===== config.mk =====
export PLATFORM = sky130hd
export DESIGN_NAME = mem_interface
export DESIGN_NICKNAME = d
export VERILOG_FILES = /design/src/rtl/mem_interface.sv
export SDC_FILE = /design/constraint.sdc
export NUM_CORES = 2
export LEC_CHECK = 0
export ABC_AREA = 1
export CORE_MARGIN = 2
export CORE_UTILIZATION = 33
export CTS_BUF_LIST = sky130_fd_sc_hd__clkbuf_4 sky130_fd_sc_hd__clkbuf_8
export CTS_CLUSTER_SIZE = 40
export DETAILED_ROUTE_END_ITERATION = 7
export GPL_TIMING_DRIVEN = 0
export PLACE_DENSITY = 0.55
export SLEW_MARGIN = 20
export SYNTH_ARGS = -nofsm -noshare
export SYNTH_HDL_FRONTEND = slang
export SYNTH_SLANG_ARGS = --single-unit

===== constraint.sdc =====
create_clock -name clk -period 5.7 [get_ports clk]
set_input_delay 1.14 -clock clk [delete_from_list [all_inputs] [get_ports clk]]
set_output_delay 1.14 -clock clk [all_outputs]
set_load 0.01 [all_outputs]

===== src/rtl/mem_interface.sv =====
// Memory interface stage: MAR/MDR, word-addressed RAM and wait-stated
// read/write accesses with a one-cycle completion strobe.
module mem_interface #(
    parameter int DATA_W      = 16,
    parameter int MEM_AW      = 8,
    parameter int WAIT_STATES = 1
) (
    input  logic              clk,
    input  logic              reset,
    input  logic [DATA_W-1:0] bus_in,
    input  logic              ld_mar,
    input  logic              ld_mdr,
    input  logic              mem_en,
    input  logic              mem_we,
    input  logic              ena_mdr,
    output logic [DATA_W-1:0] mdr_out,
    output logic              mdr_drive,
    output logic [DATA_W-1:0] mar_out,
    output logic              mem_ready,
    output logic              busy,
    output logic              err
);

    typedef enum logic [1:0] {IDLE, BUSY, DONE} state_t;

    localparam bit ZERO_WS = (WAIT_STATES == 0);
    localparam logic [3:0] WS_LOAD =
        (WAIT_STATES > 0) ? 4'(WAIT_STATES - 1) : 4'd0;

    state_t              state_q, state_d;
    logic [3:0]          wcnt_q, wcnt_d;
    logic [DATA_W-1:0]   mar_q, mar_d;
    logic [DATA_W-1:0]   mdr_q, mdr_d;
    logic [DATA_W-1:0]   acc_data_q, acc_data_d;
    logic [MEM_AW-1:0]   acc_addr_q, acc_addr_d;
    logic                acc_we_q, acc_we_d;
    logic                err_q, err_d;

    logic                commit;
    logic                cm_we;
    logic [MEM_AW-1:0]   cm_addr;
    logic [DATA_W-1:0]   cm_data;

    logic [DATA_W-1:0]   mem_q [2**MEM_AW];

    always_comb begin
        state_d    = state_q;
        wcnt_d     = wcnt_q;
        mar_d      = mar_q;
        mdr_d      = mdr_q;
        acc_addr_d = acc_addr_q;
        acc_data_d = acc_data_q;
        acc_we_d   = acc_we_q;
        err_d      = err_q;
        commit     = 1'b0;
        cm_addr    = acc_addr_q;
        cm_data    = acc_data_q;
        cm_we      = acc_we_q;

        unique case (state_q)
            IDLE: begin
                if (mem_en) begin
                    acc_addr_d = mar_q[MEM_AW-1:0];
                    acc_data_d = mdr_q;
                    acc_we_d   = mem_we;
                    wcnt_d     = WS_LOAD;
                    if (ZERO_WS) begin
                        // No wait states: commit straight from the live MAR/MDR
                        commit  = 1'b1;
                        cm_addr = mar_q[MEM_AW-1:0];
                        cm_data = mdr_q;
                        cm_we   = mem_we;
                        state_d = DONE;
                    end else begin
                        state_d = BUSY;
                    end
                end
            end
            BUSY: begin
                if (wcnt_q == 4'd0) begin
                    commit  = 1'b1;
                    state_d = DONE;
                end else begin
                    wcnt_d = wcnt_q - 4'd1;
                end
            end
            DONE: state_d = IDLE;
            default: state_d = IDLE;
        endcase

        if (state_q != BUSY) begin
            if (ld_mar) mar_d = bus_in;
            if (ld_mdr) mdr_d = bus_in;
        end else if (ld_mar || ld_mdr) begin
            err_d = 1'b1;
        end

        // Read data takes priority over a same-edge ld_mdr
        if (commit && !cm_we) mdr_d = mem_q[cm_addr];
    end

    always_ff @(posedge clk) begin
        if (reset) begin
            state_q    <= IDLE;
            wcnt_q     <= 4'd0;
            mar_q      <= '0;
            mdr_q      <= '0;
            acc_addr_q <= '0;
            acc_data_q <= '0;
            acc_we_q   <= 1'b0;
            err_q      <= 1'b0;
        end else begin
            state_q    <= state_d;
            wcnt_q     <= wcnt_d;
            mar_q      <= mar_d;
            mdr_q      <= mdr_d;
            acc_addr_q <= acc_addr_d;
            acc_data_q <= acc_data_d;
            acc_we_q   <= acc_we_d;
            err_q      <= err_d;
        end
    end

    always_ff @(posedge clk) begin
        if (!reset && commit && cm_we) mem_q[cm_addr] <= cm_data;
    end

    assign mdr_out   = mdr_q;
    assign mar_out   = mar_q;
    assign mdr_drive = ena_mdr;
    assign mem_ready = (state_q == DONE);
    assign busy      = (state_q == BUSY);
    assign err       = err_q;

endmodule


Yosys cells after proc, flatten, opt, wreduce, memory -nomap -nowiden

Memories as Yosys holds them, arrays and structs flattened. A register that Yosys moved wholly into a read port is not among the register bits.
Index checks and enable logic that the tools add are counted.

Register bits after elaboration: 64
Bits in writable memories: 4096
Output and inout port bits: 36
Word-level logic and storage cells: 49
Memories kept: 1

Memories:

| name  | depth | bits a word | rd ports | clocked after memory_dff | write ports | RTL line | RTL |
|---|---|---|---|---|---|---|---|
| mem_q | 256   | 16          | 1        | 1                        | 1           | 44       | `logic [DATA_W-1:0] mem_q [2**MEM_AW];` |

Add/sub/neg operators: 1
Equal/unequal tests: 6
Mux-type cells: 15
Bitwise gates (word level): 1
Reduce and logical (&&, ||, !) cells: 17

Operators by type and width:

| kind                | number |
|---|---|
| $mux 16             | 3 |
| $mux 8              | 2 |
| $reduce_and 2->1    | 5 |
| $mux 4              | 2 |
| $pmux 4 s2          | 1 |
| $reduce_bool 2->1   | 3 |
| $logic_not 4->1     | 1 |
| $mux 1              | 4 |
| $mux 2              | 2 |
| $ne 2x1->1 const B  | 2 |
| $ne 2x2->1 const B  | 2 |
| $pmux 2 s2          | 1 |
| $sub 4x1->4 const B | 1 |
| $logic_and 1x1->1   | 3 |
| $reduce_and 3->1    | 1 |
| $eq 2x1->1 const B  | 1 |
| $eq 2x2->1 const B  | 1 |
| $logic_not 1->1     | 2 |
| $logic_not 2->1     | 1 |
| $logic_or 1x1->1    | 1 |
| $not 1->1           | 1 |

Longest topological paths before layout

Depth in word-level cells: 7
Depth in mapped cells: 17
Depth with buffers taken out: 13

Worst setup path before layout

OpenSTA, ideal clock, no wires.

Path kind: reg2reg
Start: register acc_data_q[0]
End: memory mem_q[0][0], data pin
Library setup time: 855 ps
Arrival time: 3393 ps
Data required time: 4845 ps
Slack: 1452 ps
Cell stages (with the launch flop): 1
Buffers on the path: 0
Period minus slack after synthesis: 4248 ps
Cells stage by stage: dfxtp_1

RTL lines:

| what                     | RTL line | RTL |
|---|---|---|
| start: declaration       | 34       | `logic [DATA_W-1:0] acc_data_q, acc_data_d;` |
| start signal: assignment | 118      | `acc_data_q <= acc_data_d;` |
| end: declaration         | 44       |  |

Straight into the memory's write port.

==> impl_metrics.toml <==
[worst_setup_path]
end_kind = "flip-flop"
cp_slowest_cell = "clkbuf_1"
worst_setup_path_start_kind = "flip-flop"
critPathTopFamily = "simple AND/OR/NAND/NOR gates"
critPathArrivalTime_ns = 5.79
crit_chain = "buf_4, buf_2, clkbuf_1, nand3_1, nand3_1, nand3_1, nand3_1, nand3_1, nand3_1, nand2_1, nand2_1, nand3_1, nand2_1, a21oi_1"
cp_num_buf_inv = 3
path_max_fanout = 10
crit_top_cell = "nand3_1"
slowest_delay_ns = 0.97
critPathRequiredTime_ns = 6.81
path_class = "flip-flop to flip-flop"

[timing]
tns_ns = 0
worst_slack_ns = 1.02
fin_crit_ns = 4.68
finalMaxSlewViolations = 0
setup_viol = 0
period_share_pct = 82.0
skew_ns = 0.0658
timing.slew.headroom_pct = 10.7
max_freq_mhz = 214
worstMarginPinSlew_ns = 1.34
hold_violations = 0
rsz0062_at_grt = "no"

[place]
place_ws_ns = 0.689
gp_congestion = 0.983
dp_hpwl_um = 454000
portBuffers = 57

[detailed_routing]
wire_per_inst_um = 29.0
routed_via_density = 5.42
route.detailed.drc = 0
drt_iter0_markers = 17823
final_antenna_net_count = 0
vias = 120355
first_pass_iters = 7
wl_um = 644000

[final_layout]
syn_to_final_growth_pct = 17.2
nFillCells = 48151
regArea_sq_um = 124000
final_util_pct = 38.9
drive_gt1_share_pct = 15.8
multi_input_area_sq_um = 38800
fin_nets = 14976

[die]
io_pins = 59
die_area_sq_um = 514000
core_area_sq_um = 506000
row_count = 261
die_x_um = 717
start_util_pct = 33.2
die_y_um = 717

[yosys]
syn-num-nets = 13898
syn_inst = 13874
yosysWarnings = 0
synth_edf_count = 4096
synth_commonest_cells = "4237 x nand2_1, 4096 x edfxtp_1, 4049 x nand3_1, 507 x buf_2, 326 x nor2_1"
synth.top_cell.area_share_pct = 73.3
syn_area_sq_um = 168000
ys_ff_latch = 4168
yosysMostFrequentCell = "nand2_1"
synth_area_leaders = "edfxtp_1 73%, nand3_1 12%, nand2_1 9.5%"
async_flop_share_pct = 0
synth_flop_cell = "edfxtp_1"
synth_seq_area_share_pct = 74.2
syn_area_per_cell_sq_um = 12.1
ys_types = 23
synth_top_area_cell = "edfxtp_1"

[pwr]
ir_drop_mv = 0.269
leakagePower_nw = 69.3
finalPower_w = 0.0714
power_density_nw_per_um2 = 363

[cts]
ctsHoldBuffers = 0
cts_setup_buffers = 0
cts-buffers-inserted = 686
worstSkewPairLatency_ns = 1.31
htreeDepth = 6
cts.sinks = 4168
cts_root_buffer = "clkbuf_8"
path_clk_slew_ns = 0.06
cts_resized = 0
cts_buffer_depth = 4
cts_tree = "yes"

[global_routing]
grt_overflow = 0
grt_pass1_wl_um = 878000
grt_util_all_layers_pct = 24.3
antenna_found_initial = 37
grt_pass1_vias = 110255
grt_max_degree = 61

[run]
maxCapViolCount = 0

[hold_path]
min_path_type = "flip-flop to flip-flop"

[outcome]
status = "finished, final reports clean"
==> cells by family (layout without fill, tap and decap cells) <==
logic type / Yosys count / after routing / synth area share [%]
buf+inv: 991 / 2608 / 3.18
fa+ha+maj: 1 / 1 / 0.00746
simple gates: 8619 / 8619 / 22.3
flops: 4168 / 4168 / 74.2
compound gates: 94 / 94 / 0.295
xor+xnor: 1 / 1 / 0.00522
other cells: 0 / 19 / 0
==> path summary, 6_finish.rpt <==
path               startpoint                       to  slack (ns)  depth (start not counted)
max                 flip-flop  mdr_out[9]$_SDFFE_PP0P_        1.02                         14
max reg2reg         flip-flop  mdr_out[9]$_SDFFE_PP0P_        1.02                         14
min          err$_SDFFE_PP0P_         err$_SDFFE_PP0P_        0.46                          2
min reg2reg  err$_SDFFE_PP0P_         err$_SDFFE_PP0P_        0.46                          2
==> routing by layer <==
metal | GRT usage [%] | vias up | wire length, um
met5 | 0 | - | 93
met4 | 12.9 | 14 | 39800
met3 | 5.36 | 1440 | 70300
met2 | 37.2 | 7353 | 284000
met1 | 32.4 | 59707 | 250000
li1 | - | 51841 | -
==> cell type report <==
class | instances | share of cell area [%]
Sequential cell | 4168 | 63.3
Multi-Input combinational cell | 8715 | 19.7
Clock buffer | 972 | 5.95
Tap cell | 6706 | 4.27
Timing Repair Buffer | 390 | 3.15
Buffer | 951 | 2.67
Clock inverter | 255 | 0.783
Inverter | 40 | 0.0789
Antenna cell | 19 | 0.0242
==> power breakdown <==
group | switching, W | internal [W]
combinational | 0.00838 | 0.00244
clock | 0.0125 | 0.0136
sequential | 0.000219 | 0.0343
total | 0.0211 | 0.0503
==> per-stage QoR <==
| stage | area [sq um] | std cells | hold WS [ns] |
|---|---|---|---|
| after floorplan | 168000 | 13874 | 0.445 |
| after global placement | 177000 | 20637 | 0.442 |
| after detailed placement | 183000 | 20970 | 0.450 |
| after CTS | 196000 | 22197 | 0.410 |
| after global routing | 196000 | 22202 | 0.476 |
| final | 197000 | 22216 | 0.461 |
==> registers in the layout, indices dropped and copies added, names as in the netlist, named ones only <==
signal      flops
acc_we_q        1
state_q         2
wcnt_q          4
acc_data_q     16
acc_addr_q      8
mar_out        16
mem_q        4096
mdr_out        16
err             1
==> placed cells by master, fill, tap and decap left out, drive strengths merged <==
cell,n
clkinvlp,11
clkdlybuf4s50,57
nor2,327
nor3,5
nand2,4237
a211oi,1
xor2,1
a21oi,35
inv,69
bufinv,7
diode,19
clkbuf,1116
nand3,4049
o21a,9
dfxtp,72
edfxtp,4096
nand4,1
ha,1
o21ai,49
clkinv,208
buf,1140
==> worst min-delay path: cells and delay by family (launching register included) <==
| kind | cells | cell delay [ns] |
|---|---|---|
| AO/OA/AOI/OAI | 1 | 0.05 |
| buffers and inverters | 1 | 0.05 |
| flip-flops | 1 | 0.31 |
(Power assumes the default switching activity.)
